### src/rtl/pipe_pkg.sv
// pipe_pkg: shared default widths and control-bundle field offsets for pipeline stage registers
package pipe_pkg;
  localparam int PIPE_DATA_W     = 64;
  localparam int PIPE_NUM_DATA   = 4;
  localparam int PIPE_CTRL_W     = 16;
  localparam int CTRL_REG_WRITE  = 0;
  localparam int CTRL_MEM_READ   = 1;
  localparam int CTRL_MEM_WRITE  = 2;
  localparam int CTRL_ALU_OP_LSB = 3;
  localparam int CTRL_ALU_OP_W   = 4;
  localparam int CTRL_RD_LSB     = 7;
  localparam int CTRL_RD_W       = 5;
endpackage

### src/rtl/pipe_skid_buf.sv
// pipe_skid_buf: entry storage for pipe_stage_reg; empty entries always hold zero payload
// PIPE_SKID_EN selects main+skid entries with registered in_ready, otherwise a single entry
module pipe_skid_buf #(
  parameter int W = 8
) (
  input  logic         clk,
  input  logic         reset,
  input  logic         flush,
  input  logic         in_valid,
  output logic         in_ready,
  input  logic [W-1:0] in_payload,
  output logic         out_valid,
  input  logic         out_ready,
  output logic [W-1:0] out_payload
);
`ifdef PIPE_SKID_EN
  logic         r_main_v, r_skid_v, r_rdy;
  logic [W-1:0] r_main, r_skid;
  logic         w_in_xfer, w_main_free, w_main_v_n, w_skid_v_n;
  logic [W-1:0] w_main_n, w_skid_n;
  // skid only fills while main is stalled; a free main drains skid before taking new input
  always_comb begin
    w_in_xfer   = in_valid & r_rdy;
    w_main_free = !r_main_v | out_ready;
    w_main_v_n  = w_main_free ? (r_skid_v | w_in_xfer) : 1'b1;
    w_main_n    = !w_main_free ? r_main : r_skid_v ? r_skid : w_in_xfer ? in_payload : '0;
    w_skid_v_n  = !w_main_free & (r_skid_v | w_in_xfer);
    w_skid_n    = !w_skid_v_n ? '0 : r_skid_v ? r_skid : in_payload;
  end
  always_ff @(posedge clk) begin
    if (reset || flush) begin
      r_main_v <= 1'b0;
      r_skid_v <= 1'b0;
      r_main   <= '0;
      r_skid   <= '0;
      r_rdy    <= 1'b1;
    end else begin
      r_main_v <= w_main_v_n;
      r_skid_v <= w_skid_v_n;
      r_main   <= w_main_n;
      r_skid   <= w_skid_n;
      r_rdy    <= !w_skid_v_n;
    end
  end
  assign in_ready    = r_rdy;
  assign out_valid   = r_main_v;
  assign out_payload = r_main;
`else
  logic         r_v;
  logic [W-1:0] r_d;
  logic         w_rdy;
  assign w_rdy = !r_v | out_ready;
  always_ff @(posedge clk) begin
    if (reset || flush) begin
      r_v <= 1'b0;
      r_d <= '0;
    end else if (w_rdy) begin
      r_v <= in_valid;
      r_d <= in_valid ? in_payload : '0;
    end
  end
  assign in_ready    = w_rdy;
  assign out_valid   = r_v;
  assign out_payload = r_d;
`endif
endmodule

### src/rtl/pipe_stage_reg.sv
// pipe_stage_reg: valid/ready pipeline stage register with flush, zeroed bubbles and a saturating bubble counter
// Define PIPE_SKID_EN for a two-entry skid buffer with registered in_ready; default is one entry.
module pipe_stage_reg
  import pipe_pkg::*;
#(
  parameter int DATA_W   = PIPE_DATA_W,
  parameter int NUM_DATA = PIPE_NUM_DATA,
  parameter int CTRL_W   = PIPE_CTRL_W
) (
  input  logic                       clk,
  input  logic                       reset,
  input  logic                       flush,
  input  logic                       in_valid,
  output logic                       in_ready,
  input  logic [NUM_DATA*DATA_W-1:0] in_data,
  input  logic [CTRL_W-1:0]          in_ctrl,
  output logic                       out_valid,
  input  logic                       out_ready,
  output logic [NUM_DATA*DATA_W-1:0] out_data,
  output logic [CTRL_W-1:0]          out_ctrl,
  output logic [15:0]                bubble_cnt
);
  localparam int PW = NUM_DATA*DATA_W + CTRL_W;
  logic [PW-1:0] w_out_payload;
  logic [15:0]   r_bubble;
  pipe_skid_buf #(.W(PW)) u_buf (
    .clk         (clk),
    .reset       (reset),
    .flush       (flush),
    .in_valid    (in_valid),
    .in_ready    (in_ready),
    .in_payload  ({in_ctrl, in_data}),
    .out_valid   (out_valid),
    .out_ready   (out_ready),
    .out_payload (w_out_payload)
  );
  assign {out_ctrl, out_data} = w_out_payload;
  always_ff @(posedge clk) begin
    if (reset)
      r_bubble <= '0;
    else if (!out_valid && r_bubble != 16'hFFFF)
      r_bubble <= r_bubble + 16'd1;
  end
  assign bubble_cnt = r_bubble;
endmodule

### config.mk
export PLATFORM = sky130hd
export DESIGN_NAME = pipe_stage_reg
export DESIGN_NICKNAME = d
export VERILOG_FILES = /design/src/rtl/pipe_pkg.sv /design/src/rtl/pipe_skid_buf.sv /design/src/rtl/pipe_stage_reg.sv
export SDC_FILE = /design/constraint.sdc
export NUM_CORES = 1
export LEC_CHECK = 0
export ABC_CLOCK_PERIOD_IN_PS = 1900
export CORE_AREA = 2 2 223 225
export CTS_CLUSTER_DIAMETER = 30
export CTS_CLUSTER_SIZE = 40
export DETAILED_ROUTE_END_ITERATION = 8
export DIE_AREA = 0 0 225 227
export PLACE_DENSITY = 0.51
export SLEW_MARGIN = 20
export SYNTH_ARGS = -nofsm -noshare
export SYNTH_HDL_FRONTEND = slang
export SYNTH_SLANG_ARGS = --single-unit
### constraint.sdc
create_clock -name clk -period 1.9 [get_ports clk]
set_input_delay 0.57 -clock clk [delete_from_list [all_inputs] [get_ports clk]]
set_output_delay 0.57 -clock clk [all_outputs]
set_load 0.03 [all_outputs]
==> metrics <==
run status completed; total wire length after detailed routing 44.33 mm; Bufs on Longest Clock Path 3; share of layout cells above drive strength 1 0.2638; number of endpoints with negative hold slack in the final report 0; number of max-slew violations in the final report 0; antenna violations before repair 1; worst slack, placed -0.2187 ns; H-tree depth reported by CTS 3; number of instances in the synthesized netlist 1311; CTS buffer count 84; number of cell rows 81; floorplan die area 0.05108 mm^2; Max Clk Rate 531.7 MHz; wire length of the first global-routing pass 66.18 mm; die width 225 um; warning count from the yosys run 0; area of the core 0.04855 mm^2; grt ovf 0; IR drop worst, VDD 0.6727 mV; combinational family with the most area after synthesis simple AND/OR/NAND/NOR gates; clock latency reported for the late side of the worst-skew pair 0.59 ns; Initial Util 0.2164; compound-gate portion of the synthesized area 0.1416; transition time at the pin with the least slew margin 0.5114 ns; number of ports placed on the die boundary 567; final routed DRC violation total 0; Post-Synthesis Cell Area 0.01051 mm^2; number of DRC violations after detailed-routing iteration 0 555; Critical Path Fanout Max 4; portion of netlist area occupied by mux cells 0.004049; height of the chip 227 um; first-pass detailed-route iteration total 5; hold-fix buffers at CTS 0; final critical-path required period 1.881 ns; number of enable-type register cells in the synthesized netlist 0; total track usage 0.1652; asr flop ratio synth 0; Max-Slew Margin vs Limit 0.6559; xor/xnor cell area share of the yosys netlist 0.001667; fill cell count 4806; dpl hpwl 31.94 mm; CTS tree done; Clock Pin Slew Worst Setup and Hold Paths 0.04 ns; most frequent cell after synthesis sky130_fd_sc_hd__dfxtp_1; Post-synth top cells sky130_fd_sc_hd__dfxtp_1 (289), sky130_fd_sc_hd__a21oi_1 (279), sky130_fd_sc_hd__nand3_1 (277), sky130_fd_sc_hd__nand2_1 (275), sky130_fd_sc_hd__clkbuf_1 (119); top cells by area, synth sky130_fd_sc_hd__dfxtp_1 (55%), sky130_fd_sc_hd__a21oi_1 (13%), sky130_fd_sc_hd__nand3_1 (13%); post-synthesis net count 1589; share of synthesized cell area in full adder, half adder and majority cells 0.001191; count of maximum capacitance violations 0; via count of the first global-routing pass 11791; clock sink count 289; unrepaired setup endpoints after global routing true; r2r worst-path depth 5; arrival time of the worst setup path 1.31 ns; cell taking the most area after synthesis sky130_fd_sc_hd__dfxtp_1; largest net degree at the start of global routing 61; crit path capture type primary output; power per cell area 1129 mW/mm^2; required time of the critical path 1.33 ns; part of the Yosys area used for sequential elements 0.5507; ratio of routed vias to standard cells 4.473; average size of a mapped cell 8.014 um^2; Layout Skew 0.01362 ns; min setup slack post-route 0.01937 ns; nets 2213; number of antenna cells inserted 0; crit share post-route 0.9898; static leakage 0.007725 uW; vias post-DR 11751; RD Place Congestion 0.7823; path type of the worst setup path reg2out; worst-case hold slack 0.4033 ns; Post-Synth Simple-Gate Area 0.2551; CTS root buf sky130_fd_sc_hd__clkbuf_16; number of nets still failing antenna checks after routing 0; Setup-failing EPs final 0; WL per Instance 16.88 um; number of distinct library cell variants in the gate-level netlist after synthesis 32; sort of element at the start of the critical path register; count of input and output buffers 566; Min-Delay Path Depth 3; most frequently used flop master after synthesis sky130_fd_sc_hd__dfxtp_1; min-delay worst type in2reg; Layout Area Growth over Synthesis 95.87%; portion of synthesized cell area occupied by the leading cell type 0.5507; number of storage elements in the synthesis netlist 289
cell usage in the layout, fill, tap and decap left out, types with 2 or more instances in the layout:
cell / count
sky130_fd_sc_hd__nand4_1: 4
sky130_fd_sc_hd__dfxtp_1: 283
sky130_fd_sc_hd__or4_1: 4
sky130_fd_sc_hd__nor4_1: 3
sky130_fd_sc_hd__clkbuf_4: 3
sky130_fd_sc_hd__clkdlybuf4s15_1: 16
sky130_fd_sc_hd__nor3_1: 5
sky130_fd_sc_hd__clkinv_2: 14
sky130_fd_sc_hd__clkbuf_2: 60
sky130_fd_sc_hd__mux2_2: 2
sky130_fd_sc_hd__and4_1: 3
sky130_fd_sc_hd__o31ai_1: 3
sky130_fd_sc_hd__buf_12: 32
sky130_fd_sc_hd__a21oi_1: 279
sky130_fd_sc_hd__buf_4: 68
sky130_fd_sc_hd__clkbuf_1: 12
sky130_fd_sc_hd__nand2_1: 275
sky130_fd_sc_hd__nor2b_1: 2
sky130_fd_sc_hd__clkdlybuf4s50_1: 274
sky130_fd_sc_hd__buf_2: 10
sky130_fd_sc_hd__dfxtp_2: 5
sky130_fd_sc_hd__xnor2_1: 2
sky130_fd_sc_hd__clkdlybuf4s15_2: 195
sky130_fd_sc_hd__clkbuf_8: 21
sky130_fd_sc_hd__clkinvlp_4: 6
sky130_fd_sc_hd__clkinv_8: 3
sky130_fd_sc_hd__o21ai_0: 4
sky130_fd_sc_hd__bufinv_16: 14
sky130_fd_sc_hd__a31oi_1: 2
sky130_fd_sc_hd__or3_1: 2
sky130_fd_sc_hd__nor2_1: 13
sky130_fd_sc_hd__clkbuf_16: 86
sky130_fd_sc_hd__mux2i_1: 2
sky130_fd_sc_hd__inv_1: 3
sky130_fd_sc_hd__nand3_1: 276
kinds of logic after synthesis:
group           count (synthesis)
mux                             4
fa+ha+maj                       1
simple gates                  595
buf+inv                       128
flops                         289
xor+xnor                        2
compound gates                292
worst paths after layout:
path / from / end / slack [ns]
max: u_buf.out_valid / in_ready / 0.02
min: in_valid / u_buf.out_payload[169] / 0.40
max reg2reg: bubble_cnt[1] / bubble_cnt[3] / 0.12
min reg2reg: u_buf.out_payload[35] / u_buf.out_payload[35] / 0.44
metrics by stage:
stage	cells	utilization	total power [uW]	area (um^2)	setup TNS, ns
floorplan	1311	-	7254	10510	0
global placement	2465	0.3619	8506	17570	-36.37
detailed placement	2465	0.3619	8516	17570	-40.69
CTS	2625	0.4297	23570	20860	-0.02915
global route	2627	0.4239	24060	20580	-0.05166
finish	2627	0.4239	23230	20580	0
sequential cells by signal, indices dropped and copies added (netlist names):
| name | cells |
|---|---|
| bubble_cnt | 16 |
| u_buf.out_payload | 272 |
| u_buf.out_valid | 1 |
what timing repair did:
item,CTS,global route
hold endpoints to repair,0,0
buffers inserted,4,2
endpoints found under the setup margin,286,68
gates cloned,0,0
resized for setup,805,73
pin swaps,1,1
where the power goes:
part           switching, uW  internal (uW)
registers               91.8           6260
clock network           4040          10900
logic                    993            993
total                   5120          18100
final cells by class:
class | count | area (um^2) | share of cell area
repair buffers | 661 | 6655 | 0.3234
flip-flops and latches | 289 | 5796 | 0.2816
multi-input cells | 894 | 4255 | 0.2068
clock buffers | 118 | 2472 | 0.1201
well taps | 622 | 778.2 | 0.03782
clock inverters | 38 | 593.1 | 0.02882
inverters | 5 | 28.78 | 0.001398
worst max-delay path, cell delays in order, from the launching register on:
cell and delay (ns):
sky130_fd_sc_hd__dfxtp_4 0.37, sky130_fd_sc_hd__inv_4 0.04, sky130_fd_sc_hd__nor2_4 0.15, sky130_fd_sc_hd__inv_8 0.04, sky130_fd_sc_hd__buf_12 0.13
metal layers:
layer,global-route usage,vias to the layer above,share of wire
met5,0,-,0.00029
met4,0.07434,2,0.027
met3,0.07137,69,0.10
met2,0.2722,479,0.47
met1,0.1852,5407,0.40
li1,-,5794,-
(Power assumes the default switching activity.)
